==> src/rtl/seq_rotator_if.sv <==
// Request/result handshake bundle for seq_rotator.
// The slave side is the rotator; the master side is the producer/consumer.
interface seq_rotator_if;
    logic        in_valid;
    logic        in_ready;
    logic [15:0] in_data;
    logic [3:0]  in_amt;
    logic [1:0]  in_mode;
    logic        flush;
    logic        out_valid;
    logic        out_ready;
    logic [15:0] out_data;
    logic        out_zero;
    logic        busy;

    modport slave (
        input  in_valid, in_data, in_amt, in_mode, flush, out_ready,
        output in_ready, out_valid, out_data, out_zero, busy
    );

    modport master (
        output in_valid, in_data, in_amt, in_mode, flush, out_ready,
        input  in_ready, out_valid, out_data, out_zero, busy
    );
endinterface

==> src/rtl/seq_rotator.sv <==
// Multi-cycle 16-bit rotator/shifter: one bit per clock, then holds the
// result until the consumer takes it.
module seq_rotator (
    input  logic         clk,
    input  logic         rst_n,
    seq_rotator_if.slave bus
);

    typedef enum logic [1:0] {
        IDLE  = 2'd0,
        SHIFT = 2'd1,
        DONE  = 2'd2
    } state_e;

    typedef enum logic [1:0] {
        MODE_ROR = 2'b00,
        MODE_SRL = 2'b01,
        MODE_ROL = 2'b10,
        MODE_RSV = 2'b11
    } mode_e;

    state_e      state_q, state_d;
    logic [15:0] work_q,  work_d;
    logic [3:0]  cnt_q,   cnt_d;
    mode_e       mode_q,  mode_d;
    logic        armed_q;

    function automatic logic [15:0] step_once(input logic [15:0] w, input mode_e m);
        logic [15:0] r;
        unique case (m)
            MODE_SRL: r = {1'b0, w[15:1]};
            MODE_ROL: r = {w[14:0], w[15]};
            default:  r = {w[0], w[15:1]};   // ROR, and the reserved encoding
        endcase
        return r;
    endfunction

    // armed_q keeps in_ready low until the first edge after reset release.
    always_ff @(posedge clk or negedge rst_n) begin
        if (!rst_n) begin
            state_q <= IDLE;
            work_q  <= '0;
            cnt_q   <= '0;
            mode_q  <= MODE_ROR;
            armed_q <= 1'b0;
        end else begin
            state_q <= state_d;
            work_q  <= work_d;
            cnt_q   <= cnt_d;
            mode_q  <= mode_d;
            armed_q <= 1'b1;
        end
    end

    always_comb begin
        state_d = state_q;
        work_d  = work_q;
        cnt_d   = cnt_q;
        mode_d  = mode_q;

        if (bus.flush) begin
            state_d = IDLE;
            work_d  = '0;
            cnt_d   = '0;
            mode_d  = MODE_ROR;
        end else begin
            unique case (state_q)
                IDLE: begin
                    if (bus.in_valid && bus.in_ready) begin
                        work_d  = bus.in_data;
                        cnt_d   = bus.in_amt;
                        mode_d  = mode_e'(bus.in_mode);
                        state_d = (bus.in_amt == '0) ? DONE : SHIFT;
                    end
                end
                SHIFT: begin
                    work_d = step_once(work_q, mode_q);
                    cnt_d  = cnt_q - 4'd1;
                    if (cnt_q == 4'd1) begin
                        state_d = DONE;
                    end
                end
                DONE: begin
                    if (bus.out_ready) begin
                        state_d = IDLE;
                    end
                end
                default: state_d = IDLE;
            endcase
        end
    end

    always_comb begin
        bus.in_ready  = armed_q && (state_q == IDLE);
        bus.out_valid = (state_q == DONE);
        bus.busy      = (state_q != IDLE);
        bus.out_data  = work_q;
        bus.out_zero  = (work_q == '0);
    end

    a_hold_result: assert property (@(posedge clk) disable iff (!rst_n)
        (bus.out_valid && !bus.out_ready && !bus.flush) |=> (bus.out_valid && $stable(bus.out_data)));

    a_ready_not_busy: assert property (@(posedge clk) disable iff (!rst_n)
        bus.in_ready |-> !bus.busy);

endmodule
==> src/flat_wrapper.sv <==
// flat-port wrapper written by rule: the top's interface ports become plain ports
module seq_rotator_flat 
  (clk, rst_n, bus_in_valid, bus_in_data, bus_in_amt, bus_in_mode, bus_flush, bus_out_ready, bus_in_ready, bus_out_valid, bus_out_data, bus_out_zero, bus_busy);
  seq_rotator_if bus_i ();
  input  logic clk;
  input  logic rst_n;
  input wire logic [$bits(bus_i.in_valid)-1:0] bus_in_valid;
  input wire logic [$bits(bus_i.in_data)-1:0] bus_in_data;
  input wire logic [$bits(bus_i.in_amt)-1:0] bus_in_amt;
  input wire logic [$bits(bus_i.in_mode)-1:0] bus_in_mode;
  input wire logic [$bits(bus_i.flush)-1:0] bus_flush;
  input wire logic [$bits(bus_i.out_ready)-1:0] bus_out_ready;
  output wire logic [$bits(bus_i.in_ready)-1:0] bus_in_ready;
  output wire logic [$bits(bus_i.out_valid)-1:0] bus_out_valid;
  output wire logic [$bits(bus_i.out_data)-1:0] bus_out_data;
  output wire logic [$bits(bus_i.out_zero)-1:0] bus_out_zero;
  output wire logic [$bits(bus_i.busy)-1:0] bus_busy;
  assign bus_i.in_valid = bus_in_valid;
  assign bus_i.in_data = bus_in_data;
  assign bus_i.in_amt = bus_in_amt;
  assign bus_i.in_mode = bus_in_mode;
  assign bus_i.flush = bus_flush;
  assign bus_i.out_ready = bus_out_ready;
  assign bus_in_ready = bus_i.in_ready;
  assign bus_out_valid = bus_i.out_valid;
  assign bus_out_data = bus_i.out_data;
  assign bus_out_zero = bus_i.out_zero;
  assign bus_busy = bus_i.busy;
  seq_rotator u_core (.clk(clk), .rst_n(rst_n), .bus(bus_i));
endmodule
==> config.mk <==
export PLATFORM = sky130hd
export DESIGN_NAME = seq_rotator_flat
export DESIGN_NICKNAME = d
export VERILOG_FILES = /design/src/rtl/seq_rotator_if.sv /design/src/rtl/seq_rotator.sv /design/src/flat_wrapper.sv
export SDC_FILE = /design/constraint.sdc
export NUM_CORES = 1
export LEC_CHECK = 0
export CORE_ASPECT_RATIO = 0.6
export CORE_MARGIN = 2
export CORE_UTILIZATION = 47
export CTS_BUF_LIST = sky130_fd_sc_hd__clkbuf_16
export DETAILED_ROUTE_END_ITERATION = 8
export PLACE_DENSITY = 0.79
export SLEW_MARGIN = 20
export SYNTH_ARGS = -nofsm -noshare
export SYNTH_HDL_FRONTEND = slang
export SYNTH_SLANG_ARGS = --single-unit
==> constraint.sdc <==
create_clock -name clk -period 2.35 [get_ports clk]
set_clock_uncertainty 0.15 [all_clocks]
set_input_delay 0.47 -clock clk [delete_from_list [all_inputs] [get_ports clk]]
set_output_delay 0.47 -clock clk [all_outputs]
set_load 0.02 [all_outputs]
; Word level (Yosys, flattened, before mapping)
; Cells that the tools add are included.
[word_totals]
register_bits = 25
latchBits = 0
ram_bits = 0
mem_bits_ro = 0
output_inout_bits = 20
word_cells = 42
mem_count = 0
[classes]
addsub = 1
mul = 0
div_mod_pow = 0
n_lt_le_gt_ge = 0
n_eq_ne = 8
n_shift = 0
n_mux = 16
n_bitwise = 0
n_reduce_logical = 12
[op_table]
columns = op, n
row1 = 16-bit one-hot mux with 2 select lines, 2
row2 = 16-bit 2-to-1 mux, 2
row3 = 16-bit logical NOT, 1
row4 = 2-bit 2-to-1 mux, 8
row5 = 4-bit 2-to-1 mux, 2
row6 = 4-bit one-hot mux with 2 select lines, 1
row7 = "3-bit by 2-bit != test with 1-bit output, second input constant", 2
row8 = 2-bit one-hot mux with 3 select lines, 1
row9 = 2-bit nonzero test, 3
row10 = "2-bit by 1-bit == test with 1-bit output, second input constant", 2
row11 = "2-bit == test, second input constant", 2
row12 = "4-bit by 1-bit == test with 1-bit output, second input constant", 1
row13 = 4-bit logical NOT, 1
row14 = 2-bit AND reduction, 2
row15 = "4-bit by 1-bit subtractor with 4-bit output, second input constant", 1
row16 = "3-bit != test, second input constant", 1
row17 = 3-bit AND reduction, 1
row18 = 3-bit nonzero test, 1
row19 = 1-bit logical AND, 2
row20 = 2-bit logical NOT, 1

; Logic depth before layout (Yosys ltp)
[depth]
ltp_word = 6
depth_mapped = 7
mapped_depth_nobuf = 5

; Least setup slack after synthesis
; No wires, ideal clock.
[synth_timing]
kind = register to output
startpoint = register u_core.state_q[0]
endpoint = output port bus_in_ready
arrival_ns = 1.368
required_time_ns = 1.730
setup_slack_ns = 0.362
path_stages_with_launch = 5
cell_sequence = dfrtp_1 buf_2 buf_2 or2_2 nor2_1
[synth_via]
elab_chain_len = 2
[synth_lines]
columns = item, line_no
row1 = from (decl), seq_rotator.sv:22  ; state_e state_q, state_d;
row2 = from (signal assigned), seq_rotator.sv:47  ; state_q <= state_d;
row3 = 2-bit logical NOT, seq_rotator.sv:94  ; bus.in_ready = armed_q && (state_q == IDLE);
row4 = 1-bit logical AND, seq_rotator.sv:94
row5 = to (decl), flat_wrapper.sv:13  ; output wire logic [$bits(bus_i.in_ready)-1:0] bus_in_ready;
; No other way between the ends.

; Final worst setup path
; Ends and elaborated chain as after synthesis.

==> impl_metrics.env <==
export IMPL_cp_slowest_cell="clkdlybuf4s50_1"
export IMPL_final_min_clock_period_ns=2.30
export IMPL_core_area_mm2=0.00322
export IMPL_hold_class="primary input to asynchronous set/reset pin"
export IMPL_fillers=258
export IMPL_grt_overflow_total=0
export IMPL_peakVddDrop_uv=383
export IMPL_routedWlPerCell_um=17.3
export IMPL_switchingPower_uw=600
export IMPL_avgSynthCellArea_um2=9.44
export IMPL_cts_repair_resized=2
export IMPL_power_share_clock=0.227
export IMPL_period_share=0.979
export IMPL_reg2reg_to="u_core.bus.out_data[7]$_DFFE_PN0P_"
export IMPL_crit_path_max_fanout=3
export IMPL_dpl_hpwl_um=3220
export IMPL_synth_enable_flop_cells=0
export IMPL_total_power_mw=1.66
export IMPL_hold_viol=0
export IMPL_clock_latency_ns=0.26
export IMPL_grt_pass1_wl_um=7530
export IMPL_path_delay_family="buffers and inverters"
export IMPL_start_util=0.486
export IMPL_grtUsageTotal=0.247
export IMPL_htree_num_levels=1
export IMPL_antenna_found_initial=0
export IMPL_critical_path_max_stage_delay_ns=0.63
export IMPL_cap_violations=0
export IMPL_drive_gt1_frac=0.107
export IMPL_power_frac_seq=0.358
export IMPL_yosysUniqueCellTypes=40
export IMPL_critPathLaunchType="flop"
export IMPL_synth_seq_cells=25
export IMPL_fp_dieArea_mm2=0.00383
export IMPL_r2r_setup_slack_ns=0.32
export IMPL_finalMaxSlewViolations=0
export IMPL_setup_violations=0
export IMPL_crit_required_ns=1.73
export IMPL_arrival_ns=1.68
export IMPL_status="completed"
export IMPL_cts_tree="done"
export IMPL_grt_setup_unrepaired="false"
export IMPL_ff2ff_path_depth=5
export IMPL_post_cts_setup_buffers=0
export IMPL_async_flop_share=1.00
export IMPL_holdBufCountCts=0
export IMPL_ys_warnings_count=0
export IMPL_clock_sinks=25
export IMPL_r2r_start="u_core.mode_q[0]$_DFFE_PN0P_"
export IMPL_grt_max_degree=26
export IMPL_swShare=0.361
export IMPL_synth_area_mm2=0.00157
export IMPL_clock_path_buffers=2
export IMPL_crit_buf_inv=1
export IMPL_totalWireLength_um=4490
export IMPL_worst_path_stages=3
export IMPL_p_leak_nw=0.879
export IMPL_drt_first_iter_violations=129
export IMPL_die_h_um=48.7
export IMPL_powerDensity_mw_per_mm2=767
export IMPL_worstMarginPinSlew_ns=0.715
export IMPL_io_buffer_count=46
export IMPL_cp_end_kind="output port"
export IMPL_dr_pass1_iters=4
export IMPL_io_pins=47
export IMPL_syn_inst=166
export IMPL_p_int_mw=1.06
export IMPL_area_growth_pct=38.2
export IMPL_pwr_share_comb=0.415
export IMPL_antenna_diode_count=0
export IMPL_grt_pass1_vias=1562
export IMPL_setup_tns_final_ns=0
export IMPL_num_vias=1578
export IMPL_synthesis_nets=197
export IMPL_relSlewSlack=0.523
export IMPL_yosysSeqAreaShare=0.399
export IMPL_antenna_left=0
export IMPL_worstSetupPathType="flop to output port"
export IMPL_cp_cell_sequence="or2_2, nor2_1, clkdlybuf4s50_1"
export IMPL_root_buffer="clkbuf_16"
export IMPL_max_freq_ghz=0.435
export IMPL_rows=16
export IMPL_via_per_inst=6.07
export IMPL_drc=0
export IMPL_die_x_um=78.5
export IMPL_clk_pin_slew_worst_paths_ns=0.06
export IMPL_numCtsBuffers=3
export IMPL_nets=247
export IMPL_synth_main_ff_cell="dfrtp_1"
export IMPL_hold_slack_ns=0.416
export IMPL_place_gp_congestion=0.844
==> per-layer routing <==
layer / up-vias / part of all wire / track usage
li1: 731 / - / -
met3: 2 / 0.076 / 0.0560
met5: - / 0 / 0
met1: 766 / 0.44 / 0.352
met4: 0 / 0.0038 / 0.0731
met2: 79 / 0.48 / 0.377
==> how the worst max path moves through the flow <==
stage / endpoint / startpoint / slack [ns]
2_1_floorplan: bus_in_ready / u_core.state_q[0]$_DFFE_PN0P_ / 0.36
3_3_place_gp: u_core.bus.out_data[6]$_DFFE_PN0P_ / bus_in_valid / -0.06
3_5_place_dp: u_core.bus.out_data[15]$_DFFE_PN0P_ / bus_in_valid / -0.23
4_1_cts: u_core.bus.out_data[15]$_DFFE_PN0P_ / bus_in_valid / 0.03
5_1_grt: bus_out_zero / u_core.bus.out_data[4]$_DFFE_PN0P_ / 0.01
6_report: bus_in_ready / u_core.state_q[0]$_DFFE_PN0P_ / 0.05
==> stage by stage <==
stage	std cells	utilization	setup slack (ns)	cell area, um^2
after global placement	256	0.644	-0.0638	2080
final	260	0.672	0.0489	2160
after floorplan	166	-	0.362	1570
after detailed placement	256	0.644	-0.234	2080
after global routing	260	0.672	0.0138	2160
after CTS	260	0.670	0.0318	2160
==> state kept, by name (all words and copies together) (netlist names) <==
register	flops
u_core.cnt_q	4
u_core.bus.out_data	16
u_core.mode_q	2
u_core.state_q	2
u_core.armed_q	1
==> synthesized netlist by cell type (2+ instances only) <==
cell type   n  area [um^2]
a21oi_1    19         95.1
a221oi_1   16          140
buf_2       3         15.0
buf_4       5         37.5
buf_6       4         45.0
clkbuf_2    2         10.0
dfrtp_1    25          626
ha_1        4         50.1
inv_1      23         86.3
mux2i_1     2         20.0
nand2b_1    2         12.5
nor2_1      8         30.0
nor2b_1     3         18.8
nor4_1      6         37.5
o21ai_0     3         15.0
o32ai_1    16          140
or2_1       2         12.5
==> cells in the final DEF, fill, tap and decap left out, types with 2 or more instances in the layout <==
cell type and count:
or2_1 2, dfrtp_1 25, nor2_1 8, mux2i_1 2, o21ai_0 3, ha_1 4
nand2b_1 2, nor4_1 5, clkbuf_16 3, nor2b_1 3, inv_1 24, a21oi_1 19
a221oi_1 16, buf_4 14, o32ai_1 16, clkdlybuf4s50_1 45
==> final cells by class <==
cell class / instances / area, um^2 / area share
sequential: 25 / 626 / 0.289
timing repair buffer: 60 / 564 / 0.261
inverter: 23 / 86.3 / 0.0399
clock buffer: 3 / 75.1 / 0.0347
multi-input combinational: 103 / 753 / 0.348
tap: 45 / 56.3 / 0.0260
clock inverter: 1 / 3.75 / 0.00173
==> worst reg2reg max path: stages (launching register included) <==
cell and delay [ns]:
dfrtp_1 0.38, inv_1 0.06, ha_1 0.33, or2_1 0.43, a221oi_1 0.36, o32ai_1 0.15
==> logic make-up after synthesis <==
| kind of cell | synth area share |
|---|---|
| compound gates | 0.308 |
| fa+ha+maj | 0.0320 |
| buf+inv | 0.126 |
| flops | 0.399 |
| mux | 0.0128 |
| other cells | 0.00239 |
| simple gates | 0.120 |
==> power by group through the flow <==
stage               logic (mW)  clock network [mW]  registers [mW]
floorplan                0.333                   0           0.651
global placement         0.658                   0           0.592
detailed placement       0.680                   0           0.596
CTS                      0.683               0.377           0.591
global route             0.747               0.398           0.605
finish                   0.689               0.378           0.594
Note: power is estimated with default switching activity, not from simulation.
